**config.mk**
```make
export PLATFORM = sky130hd
export DESIGN_NAME = dlsc_dcm_clkgen_prog
export DESIGN_NICKNAME = d
export VERILOG_FILES = /design/src/rtl/dlsc_dcm_clkgen_pkg.sv /design/src/rtl/dlsc_apb_master_xfer.sv /design/src/rtl/dlsc_dcm_clkgen_prog.sv
export SDC_FILE = /design/constraint.sdc
export NUM_CORES = 1
export LEC_CHECK = 0
export ABC_AREA = 1
export CAP_MARGIN = 40
export CELL_PAD_IN_SITES_DETAIL_PLACEMENT = 1
export CELL_PAD_IN_SITES_GLOBAL_PLACEMENT = 2
export CORE_MARGIN = 2
export CORE_UTILIZATION = 33
export CTS_CLUSTER_DIAMETER = 150
export DETAILED_ROUTE_END_ITERATION = 7
export DONT_BUFFER_PORTS = 1
export MAX_ROUTING_LAYER = met4
export PLACE_DENSITY = 0.8
export SLEW_MARGIN = 20
export SYNTH_ARGS = -nofsm -noshare
export SYNTH_HDL_FRONTEND = slang
export SYNTH_SLANG_ARGS = --single-unit
```
**constraint.sdc**
```tcl
create_clock -name apb_clk -period 2.6 [get_ports apb_clk]
set_input_delay 0.52 -clock apb_clk [delete_from_list [all_inputs] [get_ports apb_clk]]
set_output_delay 0.52 -clock apb_clk [all_outputs]
set_load 0.005 [all_outputs]
```
**src/rtl/dlsc_dcm_clkgen_pkg.sv**
```systemverilog
// Shared definitions for the DCM clock generator: register word map, flag/status bit positions
// and the reprogramming sequencer state encoding.
package dlsc_dcm_clkgen_pkg;

    localparam logic [3:0] REG_CONTROL    = 4'd0;
    localparam logic [3:0] REG_STATUS     = 4'd1;
    localparam logic [3:0] REG_INT_FLAGS  = 4'd2;
    localparam logic [3:0] REG_INT_SELECT = 4'd3;
    localparam logic [3:0] REG_MULTIPLY   = 4'd4;
    localparam logic [3:0] REG_DIVIDE     = 4'd5;

    localparam int STATUS_ACTIVE_BIT = 0;
    localparam int INT_ENABLED_BIT   = 0;
    localparam int INT_DISABLED_BIT  = 1;

    localparam logic [31:0] INT_ENABLED_MASK  = 32'h1 << INT_ENABLED_BIT;
    localparam logic [31:0] INT_DISABLED_MASK = 32'h1 << INT_DISABLED_BIT;

    typedef enum logic [3:0] {
        ST_INIT, ST_IDLE, ST_RD_STATUS, ST_DIS_WR, ST_DIS_WAIT, ST_DIS_CLR,
        ST_WR_MUL, ST_WR_DIV, ST_EN_WR, ST_EN_WAIT, ST_EN_CLR, ST_DONE
    } state_t;

    function automatic logic [31:0] word_addr(input logic [3:0] idx);
        return {26'd0, idx, 2'b00};
    endfunction

    // States that own exactly one APB transfer
    function automatic logic is_xfer_state(input state_t s);
        return s inside {ST_INIT, ST_RD_STATUS, ST_DIS_WR, ST_DIS_CLR,
                         ST_WR_MUL, ST_WR_DIV, ST_EN_WR, ST_EN_CLR};
    endfunction

endpackage

```
**src/rtl/dlsc_apb_master_xfer.sv**
```systemverilog
// Single-transfer APB master engine: one SETUP cycle then ACCESS until ready. A new start may be
// accepted on the completing cycle so back-to-back transfers have no idle cycle between them.
module dlsc_apb_master_xfer #(
    parameter int ADDR = 32
) (
    input  logic            clk,
    input  logic            rst,
    input  logic            start,
    input  logic [ADDR-1:0] addr,
    input  logic [31:0]     wdata,
    input  logic            write,
    output logic            busy,
    output logic            done,
    output logic [31:0]     rdata,
    output logic            slverr,
    output logic [ADDR-1:0] apb_addr,
    output logic            apb_sel,
    output logic            apb_enable,
    output logic            apb_write,
    output logic [31:0]     apb_wdata,
    output logic [3:0]      apb_strb,
    input  logic            apb_ready,
    input  logic [31:0]     apb_rdata,
    input  logic            apb_slverr
);

    assign done   = apb_sel & apb_enable & apb_ready;
    assign slverr = done & apb_slverr;
    assign rdata  = apb_rdata;
    assign busy   = apb_sel;

    always_ff @(posedge clk or posedge rst) begin
        if (rst) begin
            apb_sel    <= 1'b0;
            apb_enable <= 1'b0;
            apb_write  <= 1'b0;
            apb_addr   <= '0;
            apb_wdata  <= '0;
            apb_strb   <= 4'h0;
        end else if (start && (!apb_sel || done)) begin
            apb_sel    <= 1'b1;
            apb_enable <= 1'b0;
            apb_write  <= write;
            apb_addr   <= addr;
            apb_wdata  <= write ? wdata : 32'd0;
            apb_strb   <= write ? 4'hF : 4'h0;
        end else if (apb_sel && !apb_enable) begin
            apb_enable <= 1'b1;
        end else if (done) begin
            // Bus returns to all-zero when no transfer follows
            apb_sel    <= 1'b0;
            apb_enable <= 1'b0;
            apb_write  <= 1'b0;
            apb_addr   <= '0;
            apb_wdata  <= '0;
            apb_strb   <= 4'h0;
        end
    end

endmodule

```
**src/rtl/dlsc_dcm_clkgen_prog.sv**
```systemverilog
// Autonomous APB sequencer that disables, reprograms and re-enables the DCM clock generator.
// Optional DLSC_DCM_CLKGEN_PROG_TIMEOUT_EN bounds the interrupt waits to TIMEOUT cycles.
module dlsc_dcm_clkgen_prog
    import dlsc_dcm_clkgen_pkg::*;
#(
    parameter int ADDR    = 32,
    parameter int MD_BITS = 8,
    parameter int TIMEOUT = 65535
) (
    input  logic               apb_clk,
    input  logic               apb_rst,
    input  logic               cfg_valid,
    output logic               cfg_ready,
    input  logic [MD_BITS-1:0] cfg_multiply,
    input  logic [MD_BITS-1:0] cfg_divide,
    input  logic               cfg_disable,
    output logic               done,
    output logic               err,
    output logic               busy,
    output logic [ADDR-1:0]    apb_addr,
    output logic               apb_sel,
    output logic               apb_enable,
    output logic               apb_write,
    output logic [31:0]        apb_wdata,
    output logic [3:0]         apb_strb,
    input  logic               apb_ready,
    input  logic [31:0]        apb_rdata,
    input  logic               apb_slverr,
    input  logic               int_in
);

    state_t             state_reg, state_next;
    logic [MD_BITS-1:0] mul_reg, div_reg;
    logic               dis_reg;
    logic               xfer_start, xfer_write, xfer_busy, xfer_done, xfer_slverr;
    logic [ADDR-1:0]    xfer_addr;
    logic [31:0]        xfer_wdata, xfer_rdata;
    logic               wait_timeout, abort;
    logic               cfg_ready_next, done_next, err_next, busy_next;
    logic               unused_rdata;

    assign unused_rdata = ^xfer_rdata;

`ifdef DLSC_DCM_CLKGEN_PROG_TIMEOUT_EN
    localparam int CW = $clog2(TIMEOUT + 1);
    logic [CW-1:0] wait_cnt_reg;

    // Counter restarts at zero on every entry into a wait state
    always_ff @(posedge apb_clk or posedge apb_rst) begin
        if (apb_rst)
            wait_cnt_reg <= '0;
        else if (state_reg != ST_DIS_WAIT && state_reg != ST_EN_WAIT)
            wait_cnt_reg <= '0;
        else
            wait_cnt_reg <= wait_cnt_reg + 1'b1;
    end
    assign wait_timeout = (wait_cnt_reg == CW'(TIMEOUT - 1));
`else
    localparam int unused_timeout = TIMEOUT;
    assign wait_timeout = 1'b0;
`endif

    always_ff @(posedge apb_clk or posedge apb_rst) begin
        if (apb_rst) begin
            state_reg <= ST_INIT;
            cfg_ready <= 1'b0;
            done      <= 1'b0;
            err       <= 1'b0;
            busy      <= 1'b0;
            mul_reg   <= '0;
            div_reg   <= '0;
            dis_reg   <= 1'b0;
        end else begin
            state_reg <= state_next;
            cfg_ready <= cfg_ready_next;
            done      <= done_next;
            err       <= err_next;
            busy      <= busy_next;
            if (state_reg == ST_IDLE && cfg_valid) begin
                mul_reg <= cfg_multiply;
                div_reg <= cfg_divide;
                dis_reg <= cfg_disable;
            end
        end
    end

    always_comb begin
        state_next = state_reg;
        abort      = 1'b0;
        case (state_reg)
            ST_INIT:      if (xfer_done) state_next = ST_IDLE;
            ST_IDLE:      if (cfg_valid) state_next = ST_RD_STATUS;
            ST_RD_STATUS: if (xfer_done) begin
                              if (xfer_rdata[STATUS_ACTIVE_BIT]) state_next = ST_DIS_WR;
                              else if (dis_reg)                  state_next = ST_DONE;
                              else                               state_next = ST_WR_MUL;
                          end
            ST_DIS_WR:    if (xfer_done) state_next = ST_DIS_WAIT;
            ST_DIS_WAIT:  if (int_in) state_next = ST_DIS_CLR;
                          else if (wait_timeout) begin state_next = ST_DONE; abort = 1'b1; end
            ST_DIS_CLR:   if (xfer_done) state_next = dis_reg ? ST_DONE : ST_WR_MUL;
            ST_WR_MUL:    if (xfer_done) state_next = ST_WR_DIV;
            ST_WR_DIV:    if (xfer_done) state_next = ST_EN_WR;
            ST_EN_WR:     if (xfer_done) state_next = ST_EN_WAIT;
            ST_EN_WAIT:   if (int_in) state_next = ST_EN_CLR;
                          else if (wait_timeout) begin state_next = ST_DONE; abort = 1'b1; end
            ST_EN_CLR:    if (xfer_done) state_next = ST_DONE;
            ST_DONE:      state_next = ST_IDLE;
            default:      state_next = ST_INIT;
        endcase
        // A slave error aborts the sequence, except during INIT which always falls through to IDLE
        if (xfer_slverr && state_reg != ST_INIT)
            state_next = ST_DONE;
    end

    always_comb begin
        xfer_start = is_xfer_state(state_next) && (state_next != state_reg || !xfer_busy);
        xfer_write = 1'b1;
        xfer_addr  = ADDR'(word_addr(REG_CONTROL));
        xfer_wdata = 32'd0;
        case (state_next)
            ST_INIT:      begin xfer_addr = ADDR'(word_addr(REG_INT_SELECT));
                                xfer_wdata = INT_ENABLED_MASK | INT_DISABLED_MASK; end
            ST_RD_STATUS: begin xfer_addr = ADDR'(word_addr(REG_STATUS)); xfer_write = 1'b0; end
            ST_DIS_WR:    xfer_wdata = 32'd0;
            ST_DIS_CLR:   begin xfer_addr = ADDR'(word_addr(REG_INT_FLAGS)); xfer_wdata = INT_DISABLED_MASK; end
            ST_WR_MUL:    begin xfer_addr = ADDR'(word_addr(REG_MULTIPLY)); xfer_wdata = 32'(mul_reg); end
            ST_WR_DIV:    begin xfer_addr = ADDR'(word_addr(REG_DIVIDE)); xfer_wdata = 32'(div_reg); end
            ST_EN_WR:     xfer_wdata = 32'd1;
            ST_EN_CLR:    begin xfer_addr = ADDR'(word_addr(REG_INT_FLAGS)); xfer_wdata = INT_ENABLED_MASK; end
            default:      ;
        endcase
        cfg_ready_next = (state_next == ST_IDLE);
        done_next      = (state_next == ST_DONE);
        busy_next      = !(state_next inside {ST_INIT, ST_IDLE, ST_DONE});
        err_next       = xfer_slverr || abort;
    end

    dlsc_apb_master_xfer #(.ADDR(ADDR)) u_xfer (
        .clk        (apb_clk),
        .rst        (apb_rst),
        .start      (xfer_start),
        .addr       (xfer_addr),
        .wdata      (xfer_wdata),
        .write      (xfer_write),
        .busy       (xfer_busy),
        .done       (xfer_done),
        .rdata      (xfer_rdata),
        .slverr     (xfer_slverr),
        .apb_addr   (apb_addr),
        .apb_sel    (apb_sel),
        .apb_enable (apb_enable),
        .apb_write  (apb_write),
        .apb_wdata  (apb_wdata),
        .apb_strb   (apb_strb),
        .apb_ready  (apb_ready),
        .apb_rdata  (apb_rdata),
        .apb_slverr (apb_slverr)
    );

endmodule

```
==> flow_summary_export.csv <==
group,metric,value,unit
clock_network,clk_transition_reported_paths,0.09,ns
run_status,status,"completed",
setup_path,critical_path.max_fanout,12,
setup_path,timing.setup.critical_path_class,"reg -> reg",
global_route,vias_in_the_first_global_route,1932,
timing,finalHoldViolations,0,
setup_path,crit_path_cell_trace,"nand3_2, o21ai_1, nand2_1, nand2_2, nand3_2, nand2_1, clkinv_1, nand3_1, o21ai_0, nand4_1, nand2_1",
timing,worst_clock_skew,0.008805,ns
min_path,worst_min_delay_path_category,"in -> async",
floorplanning,floorplan.io_pins,130,
routing,drt_drc,0,
placement,pre_cts_slack,0.2008,ns
clock_network,maximum_count_of_clock_buffers_along_a_single_path,2,
floorplanning,row_count,32,
timing,worst_slew_pin_slew,0.6149,ns
finish,most_common_cell_after_layout_fill_and_taps_aside,"sky130_fd_sc_hd__nand2_1",
global_route,grt_antenna_before_repair,0,
timing,finalCriticalPeriod,2.320,ns
finish,final_cell_area,2638,um2
setup_path,cpLargestDelayFamily,"simple AND/OR/NAND/NOR gates",
finish,final_core_util,34.13,%
synthesis,syn-instance-count,364,
routing,drt_pre_antenna_iters,4,
routing,routedWlPerCell,12.82,um
clock_network,clk-insertion-delay-late,0.30,ns
finish,synthToLayoutAreaGrowth,0.3810,%
global_route,grt_usage,14.45,%
timing,setup_viol,0,
finish,fill_cells,995,
finish,antenna-diode-count,0,
synthesis,synth_top_cell_area_share,37.14,%
setup_path,worstPathBufferInverterCount,1,
finish,layout_common_cells,"132 x sky130_fd_sc_hd__nand2_1, 53 x sky130_fd_sc_hd__conb_1, 39 x sky130_fd_sc_hd__dfrtp_1",
power_and_ir_drop,p_per_area,1347,nW/um2
clock_network,cts_buffers,5,
setup_path,cp_slowest_cell,"sky130_fd_sc_hd__dfrtp_1",
timing,fin_ws,0.2804,ns
power_and_ir_drop,worst_ir_drop_vdd,0.4102,mV
setup_path,cp_common_cell,"sky130_fd_sc_hd__nand2_1",
setup_path,critical_path_arrival,2.51,ns
finish,final_cell_count_no_fill,465,
finish,finish.net_count,417,
placement,place.detailed.instances,456,
timing,final.period_utilization,89.22,%
timing,max_clock_freq,0.4311,GHz
setup_path,critical-path-max-stage-delay,0.49,ns
clock_network,clk_root_buffer_cell,"sky130_fd_sc_hd__clkbuf_8",
floorplanning,design.die.area,8692,um2
floorplanning,core_area,7727,um2
clock_network,cts_tree,"built",
finish,layout-drive-gt1-share,11.29,%
setup_path,endpoint_kind,"flip-flop",
synthesis,synth.yosys.warnings,0,
timing,fin_setup_tns,0,ns
routing,via_count,2057,
synthesis,ys_top_cells_by_area,"sky130_fd_sc_hd__dfrtp_1 37%, sky130_fd_sc_hd__nand2_1 19%, sky130_fd_sc_hd__buf_4 17%",
synthesis,seq_area_frac_synth,37.14,%
power_and_ir_drop,static-leakage-power,0.001472,uW
floorplanning,die_width,93.23,um
clock_network,hold_buffers,0,
clock_network,cts-htree-levels,2,
synthesis,mapped_area,2628,um2
synthesis,synthDominantAreaCellType,"sky130_fd_sc_hd__dfrtp_1",
setup_path,start_kind,"flip-flop",
timing,timing.max_slew.rel_slack,58.96,%
clock_network,cts_sinks,39,
timing,rsz_0062_raised_after_global_routing,"false",
synthesis,postSynthAreaPerCell,7.218,um2
global_route,pin_count_of_the_biggest_net_entering_global_routing,40,
placement,buffer_ports.inserted,0,
routing,viasPerCell,4.424,
routing,antenna_violating_nets_post_route,0,
placement,gpl.final_weighted_congestion,0.8556,
setup_path,critPathRequiredTime,2.79,ns
synthesis,synth_seq_cells,39,
global_route,grt.overflow.total,0,
routing,route.final.wire_length,5963,um
synthesis,number_of_distinct_library_cells_after_synthesis,24,
routing,drtIter0Drc,60,
floorplanning,initial_cell_density_of_the_core,34.00,%
placement,place.detailed.hpwl,4547,um
floorplanning,fp.dieH,93.23,um
flow_run,max_cap_violations,0,
timing,finalMaxSlewViolations,0,
placement,placed_area,2500,um2
global_route,grt_first_pass_wirelength,9687,um
[layer usage]
| metal | vias to the layer above | global-route usage [%] | routed length [um] |
|---|---|---|---|
| li1 | 1026 | - | - |
| met1 | 952 | 20.99 | 3042 |
| met2 | 71 | 20.44 | 2506 |
| met3 | 8 | 3.304 | 349 |
| met4 | 0 | 3.309 | 65 |
| met5 | - | - | 0 |
[cells by family after synthesis]
group | synth area share (%)
AND/OR/NAND/NOR | 38.29
buffers and inverters | 21.86
flip-flops | 37.14
AO/OA/AOI/OAI | 2.238
XOR/XNOR | 0.3334
other | 0.1427
[repair_timing]
item,in CTS,in global routing
hold endpoints to repair,0,0
buffers inserted,0,1
gates resized for setup,0,1
setup endpoints to repair,0,14
[through the flow]
| stage | total power, uW | hold WS [ns] |
|---|---|---|
| final | 3553 | 0.2307 |
| after detailed placement | 2969 | 0.4689 |
| after CTS | 3507 | 0.2421 |
| after floorplan | 2663 | 0.4496 |
| after global routing | 3916 | 0.2593 |
| after global placement | 2931 | 0.4655 |
[cell type report]
type                       instances  area [um2]  share of cell area [%]
multi-input combinational        287        1277                   48.43
timing repair buffer               6       57.56                   2.182
clock buffer                       5       68.82                   2.609
inverter                          23       86.33                   3.273
tap                              102       127.6                   4.839
sequential                        39       975.9                   37.00
clock inverter                     3       43.79                   1.660
[where the power goes]
| group | internal [uW] | switching, uW |
|---|---|---|
| combinational | 620 | 1350 |
| clock | 286 | 233 |
| sequential | 841 | 222 |
[synth_stat cells]
master and count:
sky130_fd_sc_hd__nand2_1 132, sky130_fd_sc_hd__buf_4 58, sky130_fd_sc_hd__dfrtp_1 39, sky130_fd_sc_hd__nand3_1 28
sky130_fd_sc_hd__nor2_1 26, sky130_fd_sc_hd__inv_1 16, sky130_fd_sc_hd__nand4_1 15, sky130_fd_sc_hd__nor2_2 7
sky130_fd_sc_hd__nand2_2 6, sky130_fd_sc_hd__inv_2 5, sky130_fd_sc_hd__o21ai_0 5, sky130_fd_sc_hd__clkbuf_1 4
sky130_fd_sc_hd__buf_2 3, sky130_fd_sc_hd__nand3_2 3, sky130_fd_sc_hd__nand3b_1 3, sky130_fd_sc_hd__nor2_4 3
sky130_fd_sc_hd__buf_6 2, sky130_fd_sc_hd__clkinv_1 2, sky130_fd_sc_hd__o22ai_1 2, sky130_fd_sc_hd__a21oi_4 1
sky130_fd_sc_hd__conb_1 1, sky130_fd_sc_hd__nand2_4 1, sky130_fd_sc_hd__o21ai_1 1, sky130_fd_sc_hd__xor2_1 1
[worst paths after layout]
check / startpoint / endpoint / slack, ns / depth (start not counted)
setup reg to reg: u_xfer.apb_sel / u_xfer.apb_wdata[6] / 0.28 / 11
setup / recovery: u_xfer.apb_sel / u_xfer.apb_wdata[6] / 0.28 / 11
hold reg to reg: mul_reg[4] / mul_reg[4] / 0.49 / 2
min in group apb_clk: cfg_multiply[3] / mul_reg[3] / 0.33 / 2
hold / removal: apb_rst / u_xfer.apb_wdata[6] / 0.23 / 2
max in group asynchronous: apb_rst / state_reg[0] / 2.01 / 2
Note: power is estimated with default switching activity, not from simulation.
